==> config.mk <==
export PLATFORM = sky130hd
export DESIGN_NAME = regfile_dump_reader
export DESIGN_NICKNAME = d
export VERILOG_FILES = /design/src/rtl/regfile_dump_reader.sv
export SDC_FILE = /design/constraint.sdc
export NUM_CORES = 1
export LEC_CHECK = 0
export ABC_AREA = 1
export BUFFER_PORTS_ARGS = -buffer_cell sky130_fd_sc_hd__clkbuf_2
export CORE_MARGIN = 2
export CORE_UTILIZATION = 40
export DETAILED_ROUTE_END_ITERATION = 10
export GPL_ROUTABILITY_DRIVEN = 0
export GPL_TIMING_DRIVEN = 0
export PLACE_DENSITY_LB_ADDON = 0.2
export SYNTH_ARGS = -nofsm -noshare
export SYNTH_HDL_FRONTEND = slang
export SYNTH_SLANG_ARGS = --single-unit
==> constraint.sdc <==
create_clock -name i_clk -period 3.4 [get_ports i_clk]
set_clock_uncertainty 0.2 [all_clocks]
set_input_delay 0.34 -clock i_clk [delete_from_list [all_inputs] [get_ports i_clk]]
set_output_delay 0.34 -clock i_clk [all_outputs]
set_load 0.05 [all_outputs]
==> src/rtl/regfile_dump_reader.sv <==
// regfile_dump_reader: walks a register bank word by word and streams each word
// out LSB byte first over a valid/ready byte interface.
module regfile_dump_reader #(
  parameter int NB_REG  = 32,
  parameter int N_REGS  = 32,
  parameter int NB_ADDR = 5,
  parameter int NB_BYTE = 8
) (
  input  logic               i_clk,
  input  logic               i_reset,
  input  logic               i_start,
  output logic [NB_ADDR-1:0] o_rd_addr,
  input  logic [NB_REG-1:0]  i_rd_data,
  output logic [NB_BYTE-1:0] o_tx_data,
  output logic               o_tx_valid,
  input  logic               i_tx_ready,
  output logic               o_busy,
  output logic               o_done
);
  localparam int N_BYTES = NB_REG / NB_BYTE;
  localparam int NB_CNT  = $clog2(N_BYTES + 1);
  typedef enum logic [2:0] {IDLE, READ, LATCH, SEND, DONE} state_t;
  state_t             state;
  logic [NB_CNT-1:0]  cnt;
  logic [NB_REG-1:0]  shift;
  // o_rd_addr doubles as the register index; the outgoing byte is the low byte of the shifter
  assign o_tx_data = shift[NB_BYTE-1:0];
  always_ff @(posedge i_clk) begin
    if (i_reset) begin
      state      <= IDLE;
      cnt        <= '0;
      shift      <= '0;
      o_rd_addr  <= '0;
      o_tx_valid <= 1'b0;
      o_busy     <= 1'b0;
      o_done     <= 1'b0;
    end else begin
      o_done <= 1'b0;
      case (state)
        IDLE: if (i_start) begin
          o_rd_addr <= '0;
          o_busy    <= 1'b1;
          state     <= READ;
        end
        READ: state <= LATCH;
        LATCH: begin
          shift      <= i_rd_data;
          cnt        <= '0;
          o_tx_valid <= 1'b1;
          state      <= SEND;
        end
        SEND: if (o_tx_valid && i_tx_ready) begin
          shift <= shift >> NB_BYTE;
          cnt   <= cnt + NB_CNT'(1);
          if (cnt == NB_CNT'(N_BYTES - 1)) begin
            o_tx_valid <= 1'b0;
            if (o_rd_addr == NB_ADDR'(N_REGS - 1)) begin
              o_done <= 1'b1;
              state  <= DONE;
            end else begin
              o_rd_addr <= o_rd_addr + NB_ADDR'(1);
              state     <= READ;
            end
          end
        end
        DONE: begin
          o_busy <= 1'b0;
          state  <= IDLE;
        end
        default: state <= IDLE;
      endcase
    end
  end
endmodule
==> impl_metrics.csv, run 1 <==
group,metric,value,unit
worst_setup_path,r2r_start,"o_rd_addr[0]$_SDFFE_PP0P_",
pwr,power_density,537.9,mW/mm^2
timing,setup_violations,0,
cells_and_area,fin_cells,445,
floorplanning,die_area,0.006019,mm^2
detailed_routing,vias,2050,
detailed_routing,first_iter_violations,96,
worst_setup_path,path_class,"flop to flop",
synth,yosysSeqAreaShare,42.52,%
worst_setup_path,cp.arrival,2.06,ns
detailed_routing,drc,0,
cells_and_area,drive_above_1_share,22.40,%
global_route,grt_max_degree,14,
synth,synthFlopType,"dfxtp_1",
worst_setup_path,r2r_cells,11,
clock_tree,clk_pin_slew,0.08,ns
global_route,grt_pass1_vias,1861,
global_route,gr-usage-all-layers,17.59,%
job,cap_viol_max_count,0,
floorplanning,die_w,77.59,um
timing,period_needed,2.025,ns
synth,netlist_area,0.002166,mm^2
clock_tree,cts_setup_buffers,0,
worst_setup_path,end_kind,"flop",
global_route,grt_antenna_before_repair,0,
cells_and_area,diodes,0,
timing,worst_pin_slew,0.4459,ns
timing,fmax,493.7,MHz
worst_setup_path,cp-start-kind,"flop",
synth,synthCells,317,
synth,ys_warn_count,0,
min_path,worst_hold_startpoint,"i_rd_data[28]",
pwr,peakVddDrop,0.0002218,V
place,io_buffers,50,
pwr,p_leak,1.269,nW
clock_tree,cts_resized,0,
detailed_routing,wirelength,5069,um
cells_and_area,fin_nets,414,
detailed_routing,drt-vias-per-instance,4.607,
synth,synthTopCellsByArea,"dfxtp_1, nand2_1, nor2_1",
worst_setup_path,crit_start,"o_rd_addr[0]$_SDFFE_PP0P_",
timing,slew_viol_final,0,
outcome,outcome,"finished clean",
timing,fin_crit_sh,59.57,%
timing,fin_worst_hold_slack,0.06799,ns
synth,synth_top_cells_by_count,"nand2_1, nor2_1, dfxtp_1",
global_route,grt_pass1_wl,8562,um
clock_tree,numCtsBuffers,5,
floorplanning,num_rows,26,
min_path,hold_path_class,"input pin to flop",
synth,synth_edf_count,0,
place,hpwl,3686,um
synth,synth_top_area_share,42.52,%
detailed_routing,wl_per_cell,11.39,um
timing,setup_ws,1.375,ns
synth,async_flop_share,0,%
floorplanning,die_h,77.59,um
min_path,hold-path-cell-count,3,
synth,synth_top_cell_by_area,"dfxtp_1",
floorplanning,initial_core_util,41.87,%
timing,rsz0062_at_grt,"no",
global_route,grt-ovfl-total,0,
cells_and_area,syn2layout_area_growth,19.82,%
worst_setup_path,worstPathMaxFanout,8,
synth,avgSynthCellArea,6.832,um^2
timing,fin_tns_setup,0,ns
floorplanning,core_area,0.005172,mm^2
place,dpl.cell_count,437,
clock_tree,clockBufferDepth,2,
cells_and_area,fill_cells,562,
synth,synth_fp_nets,357,
clock_tree,clk_latency,0.30,ns
synth,synth.distinct_cells,21,
clock_tree,root_buffer,"clkbuf_8",
detailed_routing,dr.pass1.iters,4,
worst_setup_path,worstPathRequired,3.43,ns
cells_and_area,final_util,50.17,%
clock_tree,numClockSinks,46,
clock_tree,htreeDepth,2,
synth,ys_seq_elements,46,
detailed_routing,ant_nets,0,
timing,final_hold_viol_count,0,
timing,slew_headroom,70.27,%
clock_tree,cts_tree,"built",
floorplanning,io_pins,52,
synth,yosysMostFrequentCell,"nand2_1",
clock_tree,ctsHoldBuffers,0,
place,detailedPlace.worstSlack,1.419,ns
cell families after synthesis:
kind of cell    synth area share [%]
fa+ha+maj                      2.311
buf+inv                        10.40
simple gates                   30.33
compound gates                 14.44
flops                          42.52
flip-flops by register name (all words and copies together), names as in the netlist:
signal      flops
o_tx_valid      1
shift          32
cnt             3
o_done          1
state           3
o_busy          1
o_rd_addr       5
report_power, final:
group / internal [mW] / leakage, nW / switching, mW
Combinational: 0.131 / 0.845 / 0.272
Sequential: 0.606 / 0.376 / 0.0381
Clock: 0.164 / 0.0482 / 0.185
Total: 0.901 / 1.27 / 0.495
layout make-up:
type | count | area, um^2 | share of cell area [%]
Clock inverter | 1 | 5.005 | 0.1929
Clock buffer | 7 | 86.33 | 3.327
Multi-Input combinational cell | 228 | 1020 | 39.30
Tap cell | 70 | 87.58 | 3.375
Sequential cell | 46 | 920.9 | 35.49
Buffer | 24 | 153.9 | 5.931
Inverter | 19 | 71.32 | 2.748
Timing Repair Buffer | 50 | 250.2 | 9.643
worst max-delay path, cell delays in order, from the launching register on:
cell     delay (ns)
dfxtp_1        0.37
ha_1           0.23
nand2_1        0.08
nor2_1         0.04
ha_1           0.17
inv_1          0.09
nand2_1        0.06
nand2_1        0.07
nand3_1        0.10
nor2_2         0.31
nand2_1        0.09
a21oi_1        0.14
layout by cell type (no fill, tap or decap), drive strengths merged:
| master | instances |
|---|---|
| a211oi | 1 |
| dfxtp | 46 |
| a21oi | 23 |
| o21ai | 38 |
| nand2 | 101 |
| inv | 19 |
| nor3b | 1 |
| nor4 | 2 |
| clkbuf | 62 |
| ha | 4 |
| nand3 | 6 |
| nor2 | 52 |
| clkinv | 1 |
| buf | 19 |
per-stage QoR:
step	total power [mW]	cell area (um^2)
final	1.396	2595
after global routing	1.486	2595
after CTS	1.410	2595
after detailed placement	1.059	2504
after global placement	1.052	2504
after floorplan	0.9578	2166
routing by layer:
metal / part of all wire [%] / wire, um / vias up / track usage, %
li1: - / - / 1107 / -
met4: 1.1 / 58 / 0 / 5.179
met2: 43 / 2183 / 54 / 26.29
met1: 51 / 2574 / 883 / 24.71
met3: 5.0 / 253 / 6 / 4.767
met5: 0 / 0 / - / 0
path summary, 6_finish.rpt:
| check | end | slack (ns) |
|---|---|---|
| worst min-delay path | shift[28]$_SDFFE_PP0P_ | 0.07 |
| worst min register to register | shift[17]$_SDFFE_PP0P_ | 0.26 |
| worst max-delay path | o_rd_addr[2]$_SDFFE_PP0P_ | 1.37 |
| worst max register to register | o_rd_addr[2]$_SDFFE_PP0P_ | 1.37 |
Note: power is estimated with default switching activity, not from simulation.
==> inputs of run 2 (changes only) <==
--- a/config.mk
+++ b/config.mk
@@ -5,7 +5,7 @@
 export SDC_FILE = /design/constraint.sdc
 export NUM_CORES = 1
 export LEC_CHECK = 0
-export ABC_AREA = 1
+export ABC_AREA = 0
 export BUFFER_PORTS_ARGS = -buffer_cell sky130_fd_sc_hd__clkbuf_2
 export CORE_MARGIN = 2
 export CORE_UTILIZATION = 40
==> constraint.sdc (replaced) <==
create_clock -name i_clk -period 1.9 [get_ports i_clk]
set_clock_uncertainty 0.2 [all_clocks]
set_input_delay 0.19 -clock i_clk [delete_from_list [all_inputs] [get_ports i_clk]]
set_output_delay 0.19 -clock i_clk [all_outputs]
set_load 0.05 [all_outputs]
==> run 2 against run 1 <==
Net effect:
- final cell count decreased by 6.1%
- register-to-register slack got worse by 1.3 ns
- power increased by 55%
- synthesized area decreased by 3.8%
- count of clock-buffer cells in the layout decreased by 1
- critical path depth decreased by 5
- maximum frequency increased by 8.1%
- non-clock buffer count increased by 37
- largest power group unchanged
==> impl_metrics.csv, run 2 <==
group,metric,value,unit
detailed_routing,wl_per_cell,12.18,um
detailed_routing,drt-met1-wl,2377,um
cells_and_area,largest_register,"shift",
timing,slew_headroom,60.78,%
cells_and_area,fin_nets,387,
timing,rsz0062_at_grt,"yes",
synth,async_flop_share,0,%
clock_tree,numCtsBuffers,5,
global_route,grt-ovfl-total,0,
floorplanning,die_h,76.19,um
detailed_routing,wirelength,5091,um
detailed_routing,drt-vias-per-instance,4.782,
worst_setup_path,r2r_cells,6,
floorplanning,core_area,0.005075,mm^2
worst_setup_path,worstPathCellList,"ha_4 -> and3_4 -> ha_4 -> o41a_4 -> or2_1 -> a21oi_2",
timing,setup_violations,0,
timing,fmax,533.8,MHz
worst_setup_path,cp_common_cell,"ha_4",
timing,slew_viol_final,0,
worst_setup_path,cp-start-kind,"flop",
detailed_routing,dr.pass1.iters,4,
clock_tree,clk_pin_slew,0.09,ns
detailed_routing,wl_met2,2386,um
synth,synth_top_cells_by_count,"nand2_1, dfxtp_1, nor2_1",
floorplanning,die_w,76.19,um
synth,netlist_area,0.002084,mm^2
worst_setup_path,cpMaxStageDelayCell,"o41a_4",
global_route,grt_antenna_before_repair,0,
synth,avgSynthCellArea,8.143,um^2
synth,synth_xor_area_share,0,%
floorplanning,io_pins,52,
synth,yosysSeqAreaShare,44.18,%
synth,synth_fp_nets,296,
worst_setup_path,cp-endpoint,"o_rd_addr[1]$_SDFFE_PP0P_",
synth,synthFlopType,"dfxtp_1",
global_route,grt_pass1_wl,8659,um
synth,ys_seq_elements,46,
place,dpl.cell_count,376,
detailed_routing,drc,0,
detailed_routing,first_iter_violations,124,
pwr,peakVddDrop,0.0003591,V
global_route,grt_pass1_vias,1949,
synth,synth.area.mux_share,0,%
pwr,p_leak,1.226,nW
worst_setup_path,slowest_delay,0.39,ns
synth,synth_top_area_share,44.18,%
clock_tree,htreeDepth,2,
timing,final_hold_viol_count,0,
timing,period_needed,1.873,ns
worst_setup_path,cp.arrival,1.91,ns
job,cap_viol_max_count,0,
worst_setup_path,path_class,"flop to flop",
cells_and_area,final_common_cell,"nand2_1",
cells_and_area,diodes,0,
synth,synth_top_cell_by_area,"dfxtp_1",
clock_tree,cts_tree,"built",
detailed_routing,routed.top_layer,"met4",
floorplanning,initial_core_util,41.07,%
synth,yosys.area_share.simple,26.65,%
pwr,power,2.166,mW
place,io_buffers,50,
global_route,gr-usage-all-layers,18.32,%
synth,synth_edf_count,0,
synth,synthCells,256,
worst_setup_path,ff2ff_setup_slack,0.03,ns
cells_and_area,final_cell_mix,"nand2_1, clkbuf_2, dfxtp_1",
worst_setup_path,crit_start,"o_rd_addr[0]$_SDFFE_PP0P_",
outcome,outcome,"finished clean",
global_route,grt_max_degree,15,
clock_tree,clockBufferDepth,2,
cells_and_area,top_regs,"shift (32), o_rd_addr (5)",
synth,synth_top_family_by_area,"simple AND/OR/NAND/NOR gates",
clock_tree,root_buffer,"clkbuf_8",
cells_and_area,fin_cells,418,
synth,synth.distinct_cells,33,
synth,synthTopCellsByArea,"dfxtp_1, nand2_1, a311oi_1",
worst_setup_path,worstPathMaxFanout,7,
cells_and_area,largest_reg_flops,32,
clock_tree,numClockSinks,46,
synth,synth_compound_area_share,19.27,%
synth,yosysMostFrequentCell,"nand2_1",
worst_setup_path,worstPathRequired,1.94,ns
place,hpwl,3436,um
clock_tree,clk_latency,0.30,ns
floorplanning,die_area,0.005805,mm^2
cells_and_area,syn2layout_area_growth,40.58,%
synth,ys_warn_count,0,
timing,worst_pin_slew,0.5861,ns
detailed_routing,vias,1999,
timing,fin_crit_sh,98.59,%
cells_and_area,drive_above_1_share,27.87,%
worst_setup_path,end_kind,"flop",
detailed_routing,route.met3.wl,233,um
synth,synth_fa_ha_area_share,2.401,%
detailed_routing,ant_nets,0,
floorplanning,num_rows,26,
worst_setup_path,r2r_end,"o_rd_addr[1]$_SDFFE_PP0P_",
pwr,power_density,739.3,mW/mm^2
worst_setup_path,r2r_start,"o_rd_addr[0]$_SDFFE_PP0P_",
min_path,hold_path_class,"input pin to flop",
run 2: cell count changes after synthesis, sizes merged, moves of 9 or more:
cell | before | now
a21oi | 23 | 6
nor2 | 52 | 41
nand2 | 101 | 64
o21ai | 38 | 5
a2bb2oi | 0 | 9
inv | 19 | 1
a311oi | 0 | 24
run 2: what timing repair did:
item                                    in CTS  in global routing
endpoints found under the hold margin       32                  0
resized for setup                            3                  8
endpoints found under the setup margin      11                 34
hold buffers                                32                  0
buffers inserted                             0                  3
pin swaps                                    0                  1
run 2: cell families (layout without fill, tap and decap cells):
family,after synthesis,count (layout)
compound gates,49,49
fa+ha+maj,4,4
buf+inv,28,120
simple gates,129,129
flops,46,46
run 2: final cells by class:
| cell class | instances | area [um^2] |
|---|---|---|
| Buffer | 26 | 156.4 |
| Clock buffer | 6 | 82.58 |
| Clock inverter | 2 | 12.51 |
| Fill cell | 520 | 2145 |
| Inverter | 1 | 3.754 |
| Multi-Input combinational cell | 182 | 1062 |
| Sequential cell | 46 | 932.1 |
| Tap cell | 70 | 87.58 |
| Timing Repair Buffer | 85 | 593.1 |
run 2: where the power goes:
group          switching [mW]  total, mW  internal, mW
combinational           0.265      0.468         0.203
clock                   0.339      0.632         0.293
sequential             0.0351       1.07          1.03
total                   0.639       2.17          1.53
run 2: per-layer routing:
| metal | vias up | track usage, % |
|---|---|---|
| li1 | 1064 | - |
| met1 | 875 | 23.42 |
| met2 | 52 | 30.18 |
| met3 | 8 | 4.502 |
| met4 | 0 | 6.545 |
| met5 | - | 0 |
run 2: stage by stage:
step                      worst slack (ns)  hold WS (ns)  cell area [um^2]  TNS [ns]  utilization, %
after CTS                        0.0002018      0.009785              2885         0           56.85
after detailed placement          -0.04148        0.2243              2461   -0.2794           48.50
after floorplan                    0.01188        0.1289              2123         0               -
final                              0.02680       0.01115              2930         0           57.74
after global placement            -0.02256        0.2197              2461   -0.1328           48.50
after global routing              -0.03572       0.01957              2930  -0.06876           57.74
run 2: worst min path at each step:
stage,startpoint,endpoint,cells past startpoint
global route,i_start,o_busy$_SDFFE_PP0P_,3
global placement,i_rd_data[28],shift[28]$_SDFFE_PP0P_,3
floorplan,i_rd_data[24],shift[24]$_SDFFE_PP0P_,2
CTS,i_start,o_busy$_SDFFE_PP0P_,3
finish,i_start,o_busy$_SDFFE_PP0P_,3
detailed placement,i_rd_data[28],shift[28]$_SDFFE_PP0P_,3
run 2: critical path: cells and delay by family (launching register included):
kind	cells	cell delay, ns
AO/OA/AOI/OAI	2	0.51
AND/OR/NAND/NOR	2	0.41
flip-flops	1	0.37
adder cells (fa/ha/maj)	2	0.32
==> inputs of run 3 (changes only) <==
--- a/config.mk
+++ b/config.mk
@@ -7,7 +7,7 @@
 export LEC_CHECK = 0
 export ABC_AREA = 0
 export BUFFER_PORTS_ARGS = -buffer_cell sky130_fd_sc_hd__clkbuf_2
-export CORE_MARGIN = 2
+export CORE_MARGIN = 10
 export CORE_UTILIZATION = 40
 export DETAILED_ROUTE_END_ITERATION = 10
 export GPL_ROUTABILITY_DRIVEN = 0
==> run 3 against run 2 <==
Net effect:
- clock power is 32% higher
- combinational power increased by 1%
- sequential share of layout area is 0.74 points lower
- largest cell class unchanged
- count of clock-buffer cells in the layout grew 1
- die area is 46% higher
- global-route usage down 4.8 points
- highest routed layer unchanged
- sequential power about the same
==> impl_metrics.csv, run 3 (synthesized netlist as in run 2, its figures left out) <==
group,metric,value,unit
cells_and_area,largest_reg_flops,32,
worst_setup_path,slowest_delay,0.39,ns
cells_and_area,syn2layout_area_growth,43.94,%
place,placed_area,0.002461,mm^2
global_route,grt_antenna_before_repair,0,
worst_setup_path,cp.arrival,1.91,ns
global_route,grt-ovfl-total,0,
worst_setup_path,path_class,"flop to flop",
clock_tree,numClockSinks,46,
outcome,outcome,"finished clean",
cells_and_area,diodes,0,
detailed_routing,wirelength,5732,um
floorplanning,io_pins,52,
place,hpwl,3992,um
worst_setup_path,worstPathRequired,1.93,ns
worst_setup_path,cp-start-kind,"flop",
detailed_routing,vias,2014,
clock_tree,clockBufferDepth,2,
global_route,grt_max_degree,15,
detailed_routing,dr.pass1.iters,4,
place,io_buffers,50,
min_path,hold_path_class,"input pin to flop",
pwr,power_switching,0.6337,mW
timing,worst_pin_slew,0.5712,ns
cells_and_area,largest_register,"shift",
detailed_routing,drt-vias-per-instance,4.784,
detailed_routing,first_iter_violations,76,
clock_tree,numCtsBuffers,5,
clock_tree,cts_tree,"built",
job,cap_viol_max_count,0,
global_route,gr-usage-all-layers,13.52,%
pwr,swShare,26.64,%
pwr,power_frac_comb,20.0,%
detailed_routing,wl_per_cell,13.62,um
clock_tree,clk_pin_slew,0.08,ns
detailed_routing,drc,0,
timing,fin_crit_sh,98.82,%
timing,slew_headroom,61.78,%
clock_tree,htreeDepth,2,
floorplanning,die_h,92.19,um
cells_and_area,final_common_cell,"nand2_1",
clock_tree,clk_latency,0.30,ns
global_route,grt_pass1_wl,9515,um
timing,fmax,532.6,MHz
cells_and_area,fin_nets,390,
pwr,peakVddDrop,0.0003452,V
pwr,intPower,1.745,mW
pwr,power_density,792.7,mW/mm^2
cells_and_area,final_cell_mix,"nand2_1, clkbuf_2, dfxtp_1",
worst_setup_path,cp_common_cell,"ha_4",
floorplanning,die_area,0.008499,mm^2
timing,final_hold_viol_count,0,
worst_setup_path,worstPathCellList,"ha_4 -> and3_4 -> ha_4 -> o41a_4 -> or2_1 -> a21oi_2",
pwr,p_seq_share,44.9,%
floorplanning,num_rows,26,
worst_setup_path,worstPathMaxFanout,7,
timing,period_needed,1.878,ns
global_route,grt_pass1_vias,2005,
worst_setup_path,cpMaxStageDelayCell,"o41a_4",
worst_setup_path,crit_buf_inv,0,
cells_and_area,design_area,0.003000,mm^2
cells_and_area,top_regs,"shift (32), o_rd_addr (5)",
timing,rsz0062_at_grt,"yes",
detailed_routing,ant_nets,0,
cells_and_area,final_util,59.12,%
worst_setup_path,critPathTopFamily,"compound AO/OA/AOI/OAI gates",
floorplanning,core_area,0.005075,mm^2
cells_and_area,drive_above_1_share,28.49,%
clock_tree,root_buffer,"clkbuf_8",
worst_setup_path,end_kind,"flop",
pwr,p_leak,1.264,nW
floorplanning,die_w,92.19,um
pwr,clockPowerShare,35.2,%
floorplanning,initial_core_util,41.07,%
timing,slew_viol_final,0,
timing,setup_violations,0,
pwr,power,2.378,mW
-- run 3: cell type report --
cell class / instances / area (um^2)
multi-input combinational: 182 / 1062
inverter: 1 / 3.754
timing repair buffer: 88 / 615.6
buffer: 26 / 161.4
fill: 513 / 2074
clock buffer: 7 / 107.6
clock inverter: 1 / 30.03
sequential: 46 / 932.1
tap: 70 / 87.58
-- run 3: final timing paths --
kind	start	end	slack (ns)	cells after the start
setup / recovery	o_rd_addr[1]$_SDFFE_PP0P_	o_rd_addr[4]$_SDFFE_PP0P_	0.02	6
hold / removal	i_start	o_busy$_SDFFE_PP0P_	0.01	3
setup reg to reg	o_rd_addr[1]$_SDFFE_PP0P_	o_rd_addr[4]$_SDFFE_PP0P_	0.02	6
hold reg to reg	cnt[1]$_SDFFE_PP0P_	cnt[1]$_SDFFE_PP0P_	0.27	2
-- run 3: per-stage QoR --
| step | hold WS (ns) | worst slack, ns | TNS [ns] | cells |
|---|---|---|---|---|
| 2_1_floorplan | 0.1289 | 0.01188 | 0 | 256 |
| 3_3_place_gp | 0.2204 | -0.01321 | -0.06621 | 376 |
| 3_5_place_dp | 0.2224 | -0.04537 | -0.3867 | 376 |
| 4_1_cts | 0.004373 | -0.002974 | -0.002974 | 420 |
| 5_1_grt | 0.01652 | -0.03520 | -0.2365 | 421 |
| 6_report | 0.01401 | 0.02248 | 0 | 421 |
-- run 3: what timing repair did --
action / 4_1_cts / 5_1_grt
endpoints found under the hold margin: 32 / 0
hold buffers: 32 / 0
endpoints found under the setup margin: 11 / 33
pin swaps: 2 / 3
gates resized for setup: 4 / 8
buffers inserted: 4 / 2
-- run 3: layer usage --
metal / GRT usage [%] / wire, um / vias up
met1: 15.92 / 2566 / 902
met5: 0 / 0 / -
li1: - / - / 1070
met2: 23.29 / 2851 / 36
met4: 5.013 / 85 / 0
met3: 3.097 / 228 / 6
-- run 3: worst min-delay path, stage by stage --
cell,delay [ns]
clkbuf_2,0.10
a21oi_1,0.12
a211oi_1,0.05
-- run 3: power groups by stage --
stage          Sequential [mW]  Combinational, mW  Clock [mW]
6_report                  1.07              0.475       0.836
5_1_grt                   1.08              0.527       0.894
4_1_cts                   1.07              0.472       0.851
3_5_place_dp              1.09              0.417           0
3_3_place_gp              1.09              0.413           0
2_1_floorplan             1.10              0.295           0
